--- config.mk ---
export PLATFORM = sky130hd
export DESIGN_NAME = sdram_cmd_sequencer
export DESIGN_NICKNAME = d
export VERILOG_FILES = /design/src/rtl/sdram_pkg.sv /design/src/rtl/sdram_refresh_timer.sv /design/src/rtl/sdram_cmd_sequencer.sv
export SDC_FILE = /design/constraint.sdc
export NUM_CORES = 1
export LEC_CHECK = 0
export ABC_AREA = 1
export BUFFER_PORTS_ARGS = -buffer_cell sky130_fd_sc_hd__buf_2
export CORE_MARGIN = 5
export CORE_UTILIZATION = 53
export DETAILED_ROUTE_END_ITERATION = 12
export GPL_ROUTABILITY_DRIVEN = 1
export PLACE_DENSITY_LB_ADDON = 0.08
export REMOVE_ABC_BUFFERS = 1
export SETUP_SLACK_MARGIN = 0.3
export SYNTH_ARGS = -nofsm -noshare
export SYNTH_HDL_FRONTEND = slang
export SYNTH_SLANG_ARGS = --single-unit
--- constraint.sdc ---
create_clock -name clk -period 1.65 [get_ports clk]
set_input_delay 0.0825 -clock clk [delete_from_list [all_inputs] [get_ports clk]]
set_output_delay 0.0825 -clock clk [all_outputs]
set_load 0.05 [all_outputs]
--- src/rtl/sdram_pkg.sv ---
// Shared definitions for the closed-page SDRAM command sequencer:
// command encodings, FSM states and width helpers.
package sdram_pkg;

  localparam logic [2:0] CMD_NOP = 3'd0;
  localparam logic [2:0] CMD_ACT = 3'd1;
  localparam logic [2:0] CMD_RD  = 3'd2;
  localparam logic [2:0] CMD_WR  = 3'd3;
  localparam logic [2:0] CMD_PRE = 3'd4;
  localparam logic [2:0] CMD_REF = 3'd5;

  typedef enum logic [3:0] {
    ST_IDLE      = 4'd0,
    ST_ACT       = 4'd1,
    ST_WAIT_RCD  = 4'd2,
    ST_RW        = 4'd3,
    ST_WAIT_POST = 4'd4,
    ST_PRE       = 4'd5,
    ST_WAIT_RP   = 4'd6,
    ST_REF       = 4'd7,
    ST_WAIT_RFC  = 4'd8
  } state_e;

  // Total width of the packed {bank,row,col} request address.
  function automatic int unsigned addr_w(input int unsigned bank_w,
                                         input int unsigned row_w,
                                         input int unsigned col_w);
    return bank_w + row_w + col_w;
  endfunction

  // Counter width able to hold max_t-1, never narrower than one bit.
  function automatic int unsigned cnt_w(input int unsigned max_t);
    return (max_t <= 2) ? 1 : $clog2(max_t);
  endfunction

endpackage

--- src/rtl/sdram_refresh_timer.sv ---
// Free-running refresh interval counter; expire_c is high for the one
// cycle in which the count sits at zero, after which it reloads.
module sdram_refresh_timer #(
  parameter int unsigned T_REF = 780
) (
  input  logic clk,
  input  logic reset,
  output logic expire_c
);

  localparam int unsigned CW = (T_REF > 1) ? $clog2(T_REF) : 1;

  logic [CW-1:0] cnt_q;
  logic [CW-1:0] cnt_d;

  always_comb begin
    cnt_d = cnt_q - CW'(1);
    if (cnt_q == '0) cnt_d = CW'(T_REF - 1);
  end

  always_ff @(posedge clk or posedge reset) begin
    if (reset) cnt_q <= CW'(T_REF - 1);
    else       cnt_q <= cnt_d;
  end

  assign expire_c = (cnt_q == '0);

endmodule

--- src/rtl/sdram_cmd_sequencer.sv ---
// Closed-page SDRAM sequencer: ACT -> RD/WR -> PRE per request, periodic
// REF with priority, all timing gaps from one shared down-counter.
module sdram_cmd_sequencer
  import sdram_pkg::*;
#(
  parameter int unsigned T_RCD   = 2,
  parameter int unsigned T_RP    = 2,
  parameter int unsigned T_RFC   = 7,
  parameter int unsigned T_WR    = 2,
  parameter int unsigned CAS_LAT = 2,
  parameter int unsigned T_REF   = 780,
  parameter int unsigned BANK_W  = 2,
  parameter int unsigned ROW_W   = 13,
  parameter int unsigned COL_W   = 9
) (
  input  logic                            clk,
  input  logic                            reset,
  input  logic                            req_valid,
  output logic                            req_ready,
  input  logic                            req_we,
  input  logic [BANK_W+ROW_W+COL_W-1:0]   req_addr,
  output logic [2:0]                      cmd,
  output logic [BANK_W-1:0]               sd_ba,
  output logic [ROW_W-1:0]                sd_addr,
  output logic                            rd_valid,
  output logic                            wr_done,
  output logic                            busy,
  output logic                            ref_miss
);

  localparam int unsigned AW    = addr_w(BANK_W, ROW_W, COL_W);
  localparam int unsigned MAX_A = (T_RCD > T_RP) ? T_RCD : T_RP;
  localparam int unsigned MAX_B = (T_RFC > T_WR) ? T_RFC : T_WR;
  localparam int unsigned MAX_C = (MAX_A > MAX_B) ? MAX_A : MAX_B;
  localparam int unsigned MAX_T = (MAX_C > CAS_LAT) ? MAX_C : CAS_LAT;
  localparam int unsigned DW    = cnt_w(MAX_T);

  state_e              state_q, state_d;
  logic [DW-1:0]       cnt_q, cnt_d;
  logic [BANK_W-1:0]   bank_q, bank_d;
  logic [ROW_W-1:0]    row_q, row_d;
  logic [COL_W-1:0]    col_q, col_d;
  logic                we_q, we_d;
  logic [2:0]          cmd_q, cmd_d;
  logic [BANK_W-1:0]   ba_q, ba_d;
  logic [ROW_W-1:0]    addr_q, addr_d;
  logic                wr_done_q, wr_done_d;
  logic                busy_q, busy_d;
  logic                ref_pending_q, ref_pending_d;
  logic                ref_miss_q, ref_miss_d;
  logic [CAS_LAT-1:0]  rd_pipe_q;
  logic                enter_rw, enter_pre, enter_idle;
  logic                ref_expire;

  sdram_refresh_timer #(.T_REF(T_REF)) u_refresh_timer (
    .clk      (clk),
    .reset    (reset),
    .expire_c (ref_expire)
  );

  // Commands are issued on the transition into their state, so cmd_q is
  // visible in exactly the cycle the FSM occupies that command's state.
  always_comb begin
    state_d       = state_q;
    cnt_d         = cnt_q;
    bank_d        = bank_q;
    row_d         = row_q;
    col_d         = col_q;
    we_d          = we_q;
    cmd_d         = CMD_NOP;
    ba_d          = '0;
    addr_d        = '0;
    wr_done_d     = 1'b0;
    ref_pending_d = ref_pending_q;
    ref_miss_d    = 1'b0;
    enter_rw      = 1'b0;
    enter_pre     = 1'b0;
    enter_idle    = 1'b0;

    case (state_q)
      ST_IDLE: begin
        if (ref_pending_q) begin
          state_d       = ST_REF;
          cmd_d         = CMD_REF;
          ref_pending_d = 1'b0;
        end else if (req_valid) begin
          bank_d  = req_addr[AW-1 -: BANK_W];
          row_d   = req_addr[COL_W +: ROW_W];
          col_d   = req_addr[COL_W-1:0];
          we_d    = req_we;
          state_d = ST_ACT;
          cmd_d   = CMD_ACT;
          ba_d    = req_addr[AW-1 -: BANK_W];
          addr_d  = req_addr[COL_W +: ROW_W];
        end
      end
      ST_ACT: begin
        cnt_d = DW'(T_RCD - 1);
        if (cnt_d == '0) enter_rw = 1'b1;
        else             state_d  = ST_WAIT_RCD;
      end
      ST_WAIT_RCD: begin
        cnt_d = cnt_q - DW'(1);
        if (cnt_q <= DW'(1)) enter_rw = 1'b1;
      end
      ST_RW: begin
        cnt_d = we_q ? DW'(T_WR - 1) : DW'(CAS_LAT - 1);
        if (cnt_d == '0) enter_pre = 1'b1;
        else             state_d   = ST_WAIT_POST;
      end
      ST_WAIT_POST: begin
        cnt_d = cnt_q - DW'(1);
        if (cnt_q <= DW'(1)) enter_pre = 1'b1;
      end
      ST_PRE: begin
        cnt_d = DW'(T_RP - 1);
        if (cnt_d == '0) enter_idle = 1'b1;
        else             state_d    = ST_WAIT_RP;
      end
      ST_WAIT_RP: begin
        cnt_d = cnt_q - DW'(1);
        if (cnt_q <= DW'(1)) enter_idle = 1'b1;
      end
      ST_REF: begin
        cnt_d = DW'(T_RFC - 1);
        if (cnt_d == '0) enter_idle = 1'b1;
        else             state_d    = ST_WAIT_RFC;
      end
      ST_WAIT_RFC: begin
        cnt_d = cnt_q - DW'(1);
        if (cnt_q <= DW'(1)) enter_idle = 1'b1;
      end
      default: state_d = ST_IDLE;
    endcase

    if (enter_rw) begin
      state_d   = ST_RW;
      cmd_d     = we_q ? CMD_WR : CMD_RD;
      ba_d      = bank_q;
      addr_d    = ROW_W'(col_q);
      wr_done_d = we_q;
    end
    if (enter_pre) begin
      state_d = ST_PRE;
      cmd_d   = CMD_PRE;
      ba_d    = bank_q;
    end
    if (enter_idle) state_d = ST_IDLE;

    // An expiry while a refresh is still owed is flagged, not queued.
    if (ref_expire) begin
      if (ref_pending_q) ref_miss_d = 1'b1;
      ref_pending_d = 1'b1;
    end

    busy_d = (state_d != ST_IDLE);
  end

  always_ff @(posedge clk or posedge reset) begin
    if (reset) begin
      state_q       <= ST_IDLE;
      cnt_q         <= '0;
      bank_q        <= '0;
      row_q         <= '0;
      col_q         <= '0;
      we_q          <= 1'b0;
      cmd_q         <= CMD_NOP;
      ba_q          <= '0;
      addr_q        <= '0;
      wr_done_q     <= 1'b0;
      busy_q        <= 1'b0;
      ref_pending_q <= 1'b0;
      ref_miss_q    <= 1'b0;
    end else begin
      state_q       <= state_d;
      cnt_q         <= cnt_d;
      bank_q        <= bank_d;
      row_q         <= row_d;
      col_q         <= col_d;
      we_q          <= we_d;
      cmd_q         <= cmd_d;
      ba_q          <= ba_d;
      addr_q        <= addr_d;
      wr_done_q     <= wr_done_d;
      busy_q        <= busy_d;
      ref_pending_q <= ref_pending_d;
      ref_miss_q    <= ref_miss_d;
    end
  end

  // Read-data strobe pipe runs independently of the FSM.
  always_ff @(posedge clk or posedge reset) begin
    if (reset) rd_pipe_q <= '0;
    else       rd_pipe_q <= {rd_pipe_q[CAS_LAT-2:0], (cmd_q == CMD_RD)};
  end

  assign req_ready = (state_q == ST_IDLE) && !ref_pending_q;
  assign cmd       = cmd_q;
  assign sd_ba     = ba_q;
  assign sd_addr   = addr_q;
  assign rd_valid  = rd_pipe_q[CAS_LAT-1];
  assign wr_done   = wr_done_q;
  assign busy      = busy_q;
  assign ref_miss  = ref_miss_q;

endmodule

==> out/qor.txt, run 1 <==
========================================================================================
Run status                                                                  complete, no violations
Setup skew after layout                                                       0.00569 ns
Maximum fanout count along the critical path                                           5
Total number of yosys warnings                                                         0
X dimension of the die                                                           75.7 um
CTS Root Cell                                                                   clkbuf_8
Power per Cell Area                                                         1600 nW/um^2
Via count of the first global-routing pass                                          1846
FILL cells                                                                           269
Final RePlAce weighted congestion                                                  0.800
VDD IR-drop max                                                                  1060 uV
DP HPWL                                                                          3220 um
Number of instances in the synthesized netlist                                       248
Clock network latency to the later pin of the worst-skew pair                    0.30 ns
Vias post-DR                                                                        1932
Count of pins over their slew limit                                                    0
Crit path max-delay family                                                    flip-flops
CTS buffer count                                                                       5
Leakage power of the design                                                      1.74 nW
Series of cell instances along the critical path                            nor2_4, nand2_4, nor2_4, buf_8
Wire length of the first global-routing pass                                     7580 um
Share of the synthesized area in the top cell type                                 0.526
Area Growth Syn to Fin                                                             39.7%
# nets final                                                                         375
Clock period minus final worst setup slack                                       1.37 ns
Hold violation total from the final report                                             0
Element type at the critical path end                                         output pin
Critical path class                                                              reg2out
Worst setup SP type                                                             register
Bufs and invs on worst path                                                            1
Floorplan die height                                                             75.7 um
CP max-delay cell                                                                dfrtp_2
Count of max-cap constraint violations                                                 0
Classification of the worst-slack hold path                                       in2reg
1st-iter DRT viols                                                                   108
Number of rows in the core area                                                       23
Initial core utilization                                                           0.559
Number of diodes added for antenna fixing                                              0
Post-route ant nets                                                                    0
# port buffers                                                                        50
Actual slew at the worst max-slew pin                                           0.277 ns
Most used cells in the layout excluding fill and tap cells                  nand2_1 (59), buf_2 (49), dfrtp_1 (44), inv_1 (28), dlygate4sd3_1 (23)
Number of search-and-repair iterations in the first detailed-routing pass              4
Number of sinks handled by clock tree synthesis                                       53
CTS clock-pin slew for the worst setup and hold paths                            0.10 ns
Setup repair after global routing missed its margin                                 true
Number of placed I/O pins                                                             51
WL final                                                                         5000 um
Portion of the post-synthesis area used by sequential elements                     0.583
Cell type with the highest aggregate area in the netlist                         dfrtp_1
Total core area                                                                4090 um^2
All-layer global routing usage                                                     0.175
Fraction of layout cells with a size suffix above 1                                0.359
Number of buffers on the longest clock path                                            2
Data required time at the worst endpoint                                         1.57 ns
Max-slew headroom                                                                  0.815
CTS tree                                                                           built
Die Footprint                                                                  5720 um^2
Largest cells by area after synthesis                                       dfrtp_1 (53%), nand2_1 (11%), dfstp_2 (5.8%)
Delay contributed by the slowest stage of the critical path                      0.45 ns
WP data arrival                                                                  1.29 ns
GRT overflow                                                                           0
Maximum number of pins on one net before global-route repair                          54
Synthesized flop and latch total                                                      53
Number of different library cells in the post-synthesis netlist                       27
Period utilisation layout                                                          0.832
End-of-flow core utilization                                                       0.781
DR WL/cell                                                                       12.7 um
Highest attainable clock frequency                                             0.728 GHz
Synthesized area per cell                                                      9.21 um^2
Number of endpoints failing setup at the final stage                                   0
CP dominant cell by count                                                         nor2_4
Antenna violations before repair                                                       0
CTS H-tree depth                                                                       2
Number of remaining DRC errors                                                         0
Area of the mapped netlist                                                     2280 um^2
Setup TNS                                                                           0 ns
Average vias per placed instance                                                    4.89
Leading cell type in the layout, fill and taps excluded                          nand2_1
========================================================================================
==> repair_timing <==
item	in CTS	in global routing
resized for setup	12	31
endpoints found under the setup margin	33	36
hold buffers	22	1
endpoints found under the hold margin	69	1
pin swaps	6	14
setup buffers	7	9
==> cell families after synthesis <==
| group | share of synthesized area |
|---|---|
| adders and majority gates | 0.0164 |
| AOI/OAI and AO/OA | 0.0723 |
| and+or+nand+nor | 0.234 |
| xor gates and xnor gates | 0.0192 |
| DFF | 0.583 |
| buffers and inverters | 0.0745 |
==> routing by layer <==
metal  GRT usage  vias up  share of wire
li1            -      959              -
met1       0.207      903           0.42
met2       0.302       59           0.50
met3      0.0409       11          0.063
met4      0.0796        0          0.018
met5           0        -              0
==> worst register-to-register path: stages (launching register included) <==
cell	delay, ns
dfrtp_2	0.45
nor2_4	0.17
buf_6	0.13
nand2_2	0.06
nand2_1	0.09
buf_4	0.12
nor2_2	0.04
nor2_1	0.13
nor2_1	0.06
nand2_1	0.05
==> sequential cells by signal (all words and copies together) (netlist names), 3 cells and up <==
register	flops
cnt_q	3
col_q	9
sd_addr	13
cmd	3
u_refresh_timer.cnt_q	10
state_q	4
==> area by class of cell <==
cell class	count	area, um^2	share of cell area
Clock inverter	3	43.8	0.0137
Timing Repair Buffer	92	657	0.206
Clock buffer	5	68.8	0.0216
Multi-Input combinational cell	155	876	0.274
Inverter	37	146	0.0459
Sequential cell	53	1340	0.419
Tap cell	50	62.6	0.0196
==> where the power goes <==
part	total, W	switching [W]	leakage, nW	internal [W]
Clock	0.000880	0.000425	0.0585	0.000455
Sequential	0.00182	0.000167	0.663	0.00166
Combinational	0.00241	0.00157	1.02	0.000844
==> through the flow <==
step | power, W | instances | hold slack (ns) | area (um^2) | setup WS, ns
finish | 0.00512 | 395 | 0.0118 | 3190 | 0.277
global route | 0.00546 | 395 | 0.0269 | 3190 | 0.207
CTS | 0.00484 | 385 | 0.00141 | 3020 | 0.269
detailed placement | 0.00378 | 348 | 0.149 | 2600 | 0.244
global placement | 0.00374 | 348 | 0.151 | 2600 | 0.282
floorplan | 0.00329 | 245 | 0.189 | 2250 | 0.184
==> cells in the mapped netlist <==
| cell type | count |
|---|---|
| a21oi_1 | 2 |
| a22o_1 | 9 |
| a31oi_1 | 2 |
| buf_4 | 1 |
| buf_6 | 2 |
| clkinv_2 | 1 |
| dfrtp_1 | 48 |
| dfstp_2 | 5 |
| ha_1 | 3 |
| inv_1 | 34 |
| inv_2 | 2 |
| nand2_1 | 67 |
| nand2_2 | 4 |
| nand2_4 | 1 |
| nand3_1 | 14 |
| nand3b_1 | 1 |
| nor2_1 | 27 |
| nor2_2 | 3 |
| nor2_4 | 1 |
| nor2_8 | 1 |
| nor3_1 | 1 |
| nor3b_1 | 1 |
| o211ai_1 | 1 |
| o21ai_0 | 10 |
| o22ai_1 | 1 |
| or2_2 | 1 |
| xor2_1 | 5 |
==> final timing paths <==
| path | to | slack [ns] | from | cells past startpoint |
|---|---|---|---|---|
| max in group asynchronous | u_refresh_timer.cnt_q[1] | 1.01 | reset | 4 |
| min in group asynchronous | rd_pipe_q[1] | 0.36 | reset | 4 |
| setup reg to reg | busy | 0.31 | state_q[1] | 9 |
| hold / removal | sd_ba[0] | 0.01 | req_addr[22] | 3 |
| setup / recovery | req_ready | 0.28 | state_q[1] | 4 |
| hold reg to reg | rd_pipe_q[1] | 0.36 | rd_pipe_q[0] | 0 |
Power figures use the tool's default switching activity.
==> inputs of run 2 (changes only) <==
clock period = 1.3 ns   (was 1.65 ns; I/O delays follow)
==> out/qor.txt, run 2 (synthesized netlist as in run 1, its figures left out) <==
========================================================================================
Run status                                                                  finished, violations left
Failing checks                                                              setup timing
Count of max-cap constraint violations                                                 0   unchanged
Actual slew at the worst max-slew pin                                           0.317 ns   +0.0398 ns
Number of diodes added for antenna fixing                                              0   unchanged
Number of sinks handled by clock tree synthesis                                       53   unchanged
Total core area                                                                4090 um^2   unchanged
Leading cell type in the layout, fill and taps excluded                          nand2_1
WL final                                                                         9170 um   +83%
# nets final                                                                         408   +8.8%
Vias post-DR                                                                        2489   +29%
Hold violation total from the final report                                             0   unchanged
All-layer global routing usage                                                     0.246   +0.0710
Setup skew after layout                                                       0.00743 ns   +0.00174 ns
WP data arrival                                                                  1.77 ns   +0.48 ns
Via count of the first global-routing pass                                          2234   +21%
Max FFs per register                                                                  13   unchanged
Launch instance of the worst min-delay path                                    req_valid
Max-slew headroom                                                                  0.789   -0.0267
DP HPWL                                                                          3400 um   +5.6%
Antenna violations before repair                                                       0   unchanged
Number of remaining DRC errors                                                         0   unchanged
Worst flop-to-flop path startpoint                                            state_q[2]
Area Growth Syn to Fin                                                             69.3%
Floorplan die height                                                             75.7 um   unchanged
Clock network latency to the later pin of the worst-skew pair                    0.32 ns   +0.02 ns
X dimension of the die                                                           75.7 um   unchanged
Maximum fanout count along the critical path                                           5   unchanged
Startpoint of the worst setup timing path                                     state_q[2]
Average vias per placed instance                                                    5.82   +19%
Clock period minus final worst setup slack                                       1.56 ns
Setup repair after global routing missed its margin                                 true
Initial core utilization                                                           0.559   unchanged
GRT overflow                                                                           0   unchanged
Number of buffers on the longest clock path                                            2   unchanged
Final RePlAce weighted congestion                                                  0.819   +2.4%
Number of search-and-repair iterations in the first detailed-routing pass              5   +1
Total power of the final layout                                                0.00817 W   +60%
Most used cells in the layout excluding fill and tap cells                  nand2_1 (47), dfrtp_1 (44), buf_2 (33), buf_4 (30)
CTS Root Cell                                                                   clkbuf_8
Critical path class                                                              reg2reg
Count of pins over their slew limit                                                    0   unchanged
CTS tree                                                                           built
CTS clock-pin slew for the worst setup and hold paths                            0.09 ns   about the same
Data required time at the worst endpoint                                         1.51 ns   -0.06 ns
Post-route ant nets                                                                    0   unchanged
Element type at the critical path end                                           register
Maximum number of pins on one net before global-route repair                          54   unchanged
Non-filler cells in the finished layout                                              428   +8.4%
Fraction of layout cells with a size suffix above 1                                0.526   +0.167
CTS H-tree depth                                                                       2   unchanged
Setup slack, reg-to-reg                                                         -0.26 ns   -0.57 ns
Number of rows in the core area                                                       23   unchanged
Crit path setup slack, layout                                                  -0.265 ns   -0.541 ns
1st-iter DRT viols                                                                   203   +88%
Placed instance count                                                                363   +4.3%
Die Footprint                                                                  5720 um^2   unchanged
DR WL/cell                                                                       21.4 um   +69%
Classification of the worst-slack hold path                                       in2reg
Number of placed I/O pins                                                             51   unchanged
Worst setup SP type                                                             register
Wire length of the first global-routing pass                                    10400 um   +36%
Leakage power of the design                                                      2.02 nW   +16%
Number of endpoints failing setup at the final stage                                  43   +43
VDD IR-drop max                                                                  1770 uV   +66%
# port buffers                                                                        50   unchanged
Highest attainable clock frequency                                             0.639 GHz
CTS buffer count                                                                       5   unchanged
Power per Cell Area                                                         2110 nW/um^2   +32%
Period utilisation layout                                                           1.20
========================================================================================
-- run 2: cell types whose count changed in the layout (fill, tap and decap cells not counted), moves of 5 or more --
| cell | previous run | this run |
|---|---|---|
| buf_6 | 3 | 26 |
| o21ai_2 | 0 | 5 |
| nor2_1 | 22 | 11 |
| buf_4 | 15 | 30 |
| clkbuf_4 | 0 | 6 |
| o21ai_0 | 9 | 0 |
| nor2_4 | 6 | 11 |
| nand3_4 | 0 | 5 |
| buf_2 | 49 | 33 |
| nand3_1 | 11 | 4 |
| nand2_1 | 59 | 47 |
| nor2_2 | 3 | 9 |
| nand2_4 | 2 | 10 |
-- run 2: critical path, cell delays in order, from the launching register on --
cell and delay [ns]:
dfrtp_2 0.46, inv_2 0.13, nor2_4 0.08, buf_4 0.14
o21ai_2 0.15, nand2_1 0.09, inv_1 0.10, nand2_1 0.11
nand2_1 0.12, nand2_1 0.08
-- run 2: repair_timing --
action / in CTS / in global routing
resized for setup: 72 / 92
pin swaps: 28 / 30
endpoints found under the hold margin: 75 / 0
buffers inserted: 16 / 12
endpoints found under the setup margin: 57 / 64
cloned: 2 / 1
hold buffers: 26 / 0
-- run 2: worst paths after layout --
check                                      endpoint  depth (start not counted)
min reg2reg                            rd_pipe_q[1]                          0
min                                      state_q[0]                          5
max reg2reg                                    busy                          9
max in group asynchronous  u_refresh_timer.cnt_q[8]                          4
max                                            busy                          9
min in group asynchronous  u_refresh_timer.cnt_q[5]                          4
-- run 2: metal layers --
metal | global-route usage | up-vias | part of all wire
met1 | 0.297 | 1207 | 0.35
met5 | 0 | - | 0
li1 | - | 1032 | -
met2 | 0.422 | 184 | 0.49
met3 | 0.0594 | 66 | 0.085
met4 | 0.101 | 0 | 0.071
-- run 2: power by group --
part	internal (W)	switching (W)
registers	0.00211	0.000270
logic	0.00186	0.00278
clock network	0.000579	0.000585
total	0.00454	0.00363
-- run 2: metrics by stage --
| stage | TNS (ns) | hold slack, ns | util | area (um^2) | setup slack (ns) |
|---|---|---|---|---|---|
| floorplan | -2.21 | 0.171 | - | 2250 | -0.149 |
| global placement | -0.370 | 0.134 | 0.667 | 2730 | -0.0347 |
| detailed placement | -1.04 | 0.134 | 0.667 | 2730 | -0.0907 |
| CTS | -0.891 | 0.116 | 0.849 | 3470 | -0.0562 |
| global route | -7.21 | 0.181 | 0.946 | 3870 | -0.329 |
| finish | -5.49 | 0.197 | 0.946 | 3870 | -0.265 |
-- run 2: area by class of cell --
cell class              count  area [um^2]
fillers                   122          219
clock buffers               6         72.6
well taps                  50         62.6
repair inverters            1         8.76
multi-input cells         155         1140
repair buffers            124         1060
flip-flops and latches     53         1340
clock inverters             2         38.8
inverters                  37          151
==> inputs of run 3 (changes only) <==
clock period = 1.5 ns   (was 1.3 ns; I/O delays follow)
==> out/qor.txt, run 3 (synthesized netlist as in run 1, its figures left out) <==
========================================================================================
1st-iter DRT viols                                                                    78   -62%
Actual slew at the worst max-slew pin                                           0.272 ns   -0.0442 ns
Total power of the final layout                                                0.00598 W   -27%
Met1 track demand over resource                                                    0.264   -0.0323
DP HPWL                                                                          3170 um   -6.6%
Area occupied by registers                                                     1340 um^2   about the same
Run status                                                                  finished, violations left
All-layer global routing usage                                                     0.205   -0.0408
Leakage power of the design                                                      1.83 nW   -9.7%
Max FFs per register                                                                  13   unchanged
Setup TNS                                                                           0 ns   +5.49 ns
Worst setup SP type                                                             register
CTS clock-pin slew for the worst setup and hold paths                            0.09 ns   about the same
Hold WS                                                                     -0.000267 ns   -0.197 ns
Die Footprint                                                                  5720 um^2   unchanged
GRT overflow                                                                           0   unchanged
Leading cell type in the layout, fill and taps excluded                            buf_2
Number of endpoints failing setup at the final stage                                   0   -100%
Setup repair after global routing missed its margin                                 true
Wire length of the first global-routing pass                                     9050 um   -13%
CTS tree                                                                           built
WP data arrival                                                                  1.68 ns   -0.09 ns
Final RePlAce weighted congestion                                                  0.802   -2.1%
VDD IR-drop max                                                                  1290 uV   -27%
Number of remaining DRC errors                                                         0   unchanged
Post-route ant nets                                                                    0   unchanged
Classification of the worst-slack hold path                                       in2reg
Post-placement setup slack                                                     0.0959 ns   +0.187 ns
Crit path setup slack, layout                                                  0.0621 ns   +0.327 ns
Average vias per placed instance                                                    5.18   -11%
Number of buffers on the longest clock path                                            2   unchanged
Data required time at the worst endpoint                                         1.75 ns   +0.24 ns
Floorplan die height                                                             75.7 um   unchanged
Element type at the critical path end                                           register
Failing checks                                                               hold timing
Setup skew after layout                                                        0.0117 ns   +0.00424 ns
CTS buffer count                                                                       5   unchanged
Fraction of layout cells with a size suffix above 1                                0.443   -0.0833
Most used cells in the layout excluding fill and tap cells                  buf_2 (49), nand2_1 (48), dfrtp_1 (45), inv_1 (26), dlygate4sd3_1 (24)
Maximum fanout count along the critical path                                           5   unchanged
Area Growth Syn to Fin                                                             49.6%
Grt met3 use                                                                      0.0343   -0.0251
Number of sinks handled by clock tree synthesis                                       53   unchanged
Number of placed I/O pins                                                             51   unchanged
Number of rows in the core area                                                       23   unchanged
Period utilisation layout                                                          0.959   -0.245
Number of diodes added for antenna fixing                                              0   unchanged
CTS H-tree depth                                                                       2   unchanged
Critical path class                                                              reg2reg
WL final                                                                         6210 um   -32%
Count of max-cap constraint violations                                                 0   unchanged
Max-slew headroom                                                                  0.818   +0.0297
Initial core utilization                                                           0.559   unchanged
Most crowded layer after global routing                                             met2
FILL cells                                                                           226   +85%
CTS Root Cell                                                                   clkbuf_8
Multi-input gate area in the final layout                                      1010 um^2   -11%
Clock period minus final worst setup slack                                       1.44 ns   -0.127 ns
# nets final                                                                         382   -6.4%
Highest attainable clock frequency                                             0.695 GHz   +8.8%
Met2 Track Usage GR                                                                0.342   -0.0796
Antenna violations before repair                                                       0   unchanged
# port buffers                                                                        50   unchanged
Power per Cell Area                                                         1750 nW/um^2   -17%
Hold violation total from the final report                                             1   +1
Vias post-DR                                                                        2081   -16%
Total core area                                                                4090 um^2   unchanged
Count of pins over their slew limit                                                    0   unchanged
Number of search-and-repair iterations in the first detailed-routing pass              4   -1
DR WL/cell                                                                       15.4 um   -28%
X dimension of the die                                                           75.7 um   unchanged
Clock network latency to the later pin of the worst-skew pair                    0.30 ns   -0.02 ns
Maximum number of pins on one net before global-route repair                          54   unchanged
Via count of the first global-routing pass                                          2072   -7.3%
========================================================================================
-- run 3: path summary, 6_finish.rpt --
check	from	endpoint	slack (ns)	cells after the start
max	state_q[3]	busy	0.06	9
min	req_addr[10]	sd_addr[1]	-0.0003	2
max reg2reg	state_q[3]	busy	0.06	9
min reg2reg	rd_pipe_q[0]	rd_pipe_q[1]	0.37	0
max in group asynchronous	reset	u_refresh_timer.cnt_q[9]	0.86	4
min in group asynchronous	reset	cmd[0]	0.36	4
-- run 3: worst max-delay path, cell delays in order, from the launching register on --
cell and delay (ns):
dfrtp_2 0.45, buf_12 0.14, nor2_4 0.19, nand2_2 0.10
nand2_2 0.12, buf_6 0.11, nor2_2 0.04, nor2_2 0.12
nor2_1 0.07, nand2_2 0.06
-- run 3: layout make-up --
class | count | share of cell area
well taps | 50 | 0.0183
repair buffers | 98 | 0.219
clock buffers | 6 | 0.0212
multi-input cells | 155 | 0.296
repair inverters | 1 | 0.00256
inverters | 37 | 0.0472
flip-flops and latches | 53 | 0.391
clock inverters | 2 | 0.00439
-- run 3: power by group --
group          total, W  switching, W  internal (W)  leakage, nW
clock network  0.000793      0.000463      0.000330       0.0374
logic           0.00316       0.00201       0.00115         1.12
registers       0.00203      0.000206       0.00182        0.665
-- run 3: through the flow --
step,hold WS [ns],std cells,util,cell area [um^2]
after floorplan,0.181,245,-,2250
after global placement,0.142,349,0.639,2610
after detailed placement,0.144,349,0.639,2610
after CTS,0.000188,393,0.779,3180
after global routing,0.00793,402,0.836,3420
final,-0.000267,402,0.836,3420
-- run 3: what timing repair did --
item | CTS | global route
resized for setup | 41 | 62
endpoints found under the hold margin | 72 | 0
endpoints found under the setup margin | 45 | 48
buffers inserted | 10 | 9
hold buffers | 24 | 0
pin swaps | 28 | 25
cloned | 2 | 0
-- run 3: per-layer routing --
| layer | wire length [um] | vias to the layer above |
|---|---|---|
| met5 | 0 | - |
| met4 | 172 | 0 |
| met3 | 377 | 20 |
| met2 | 3150 | 84 |
| met1 | 2510 | 1000 |
| li1 | - | 977 |
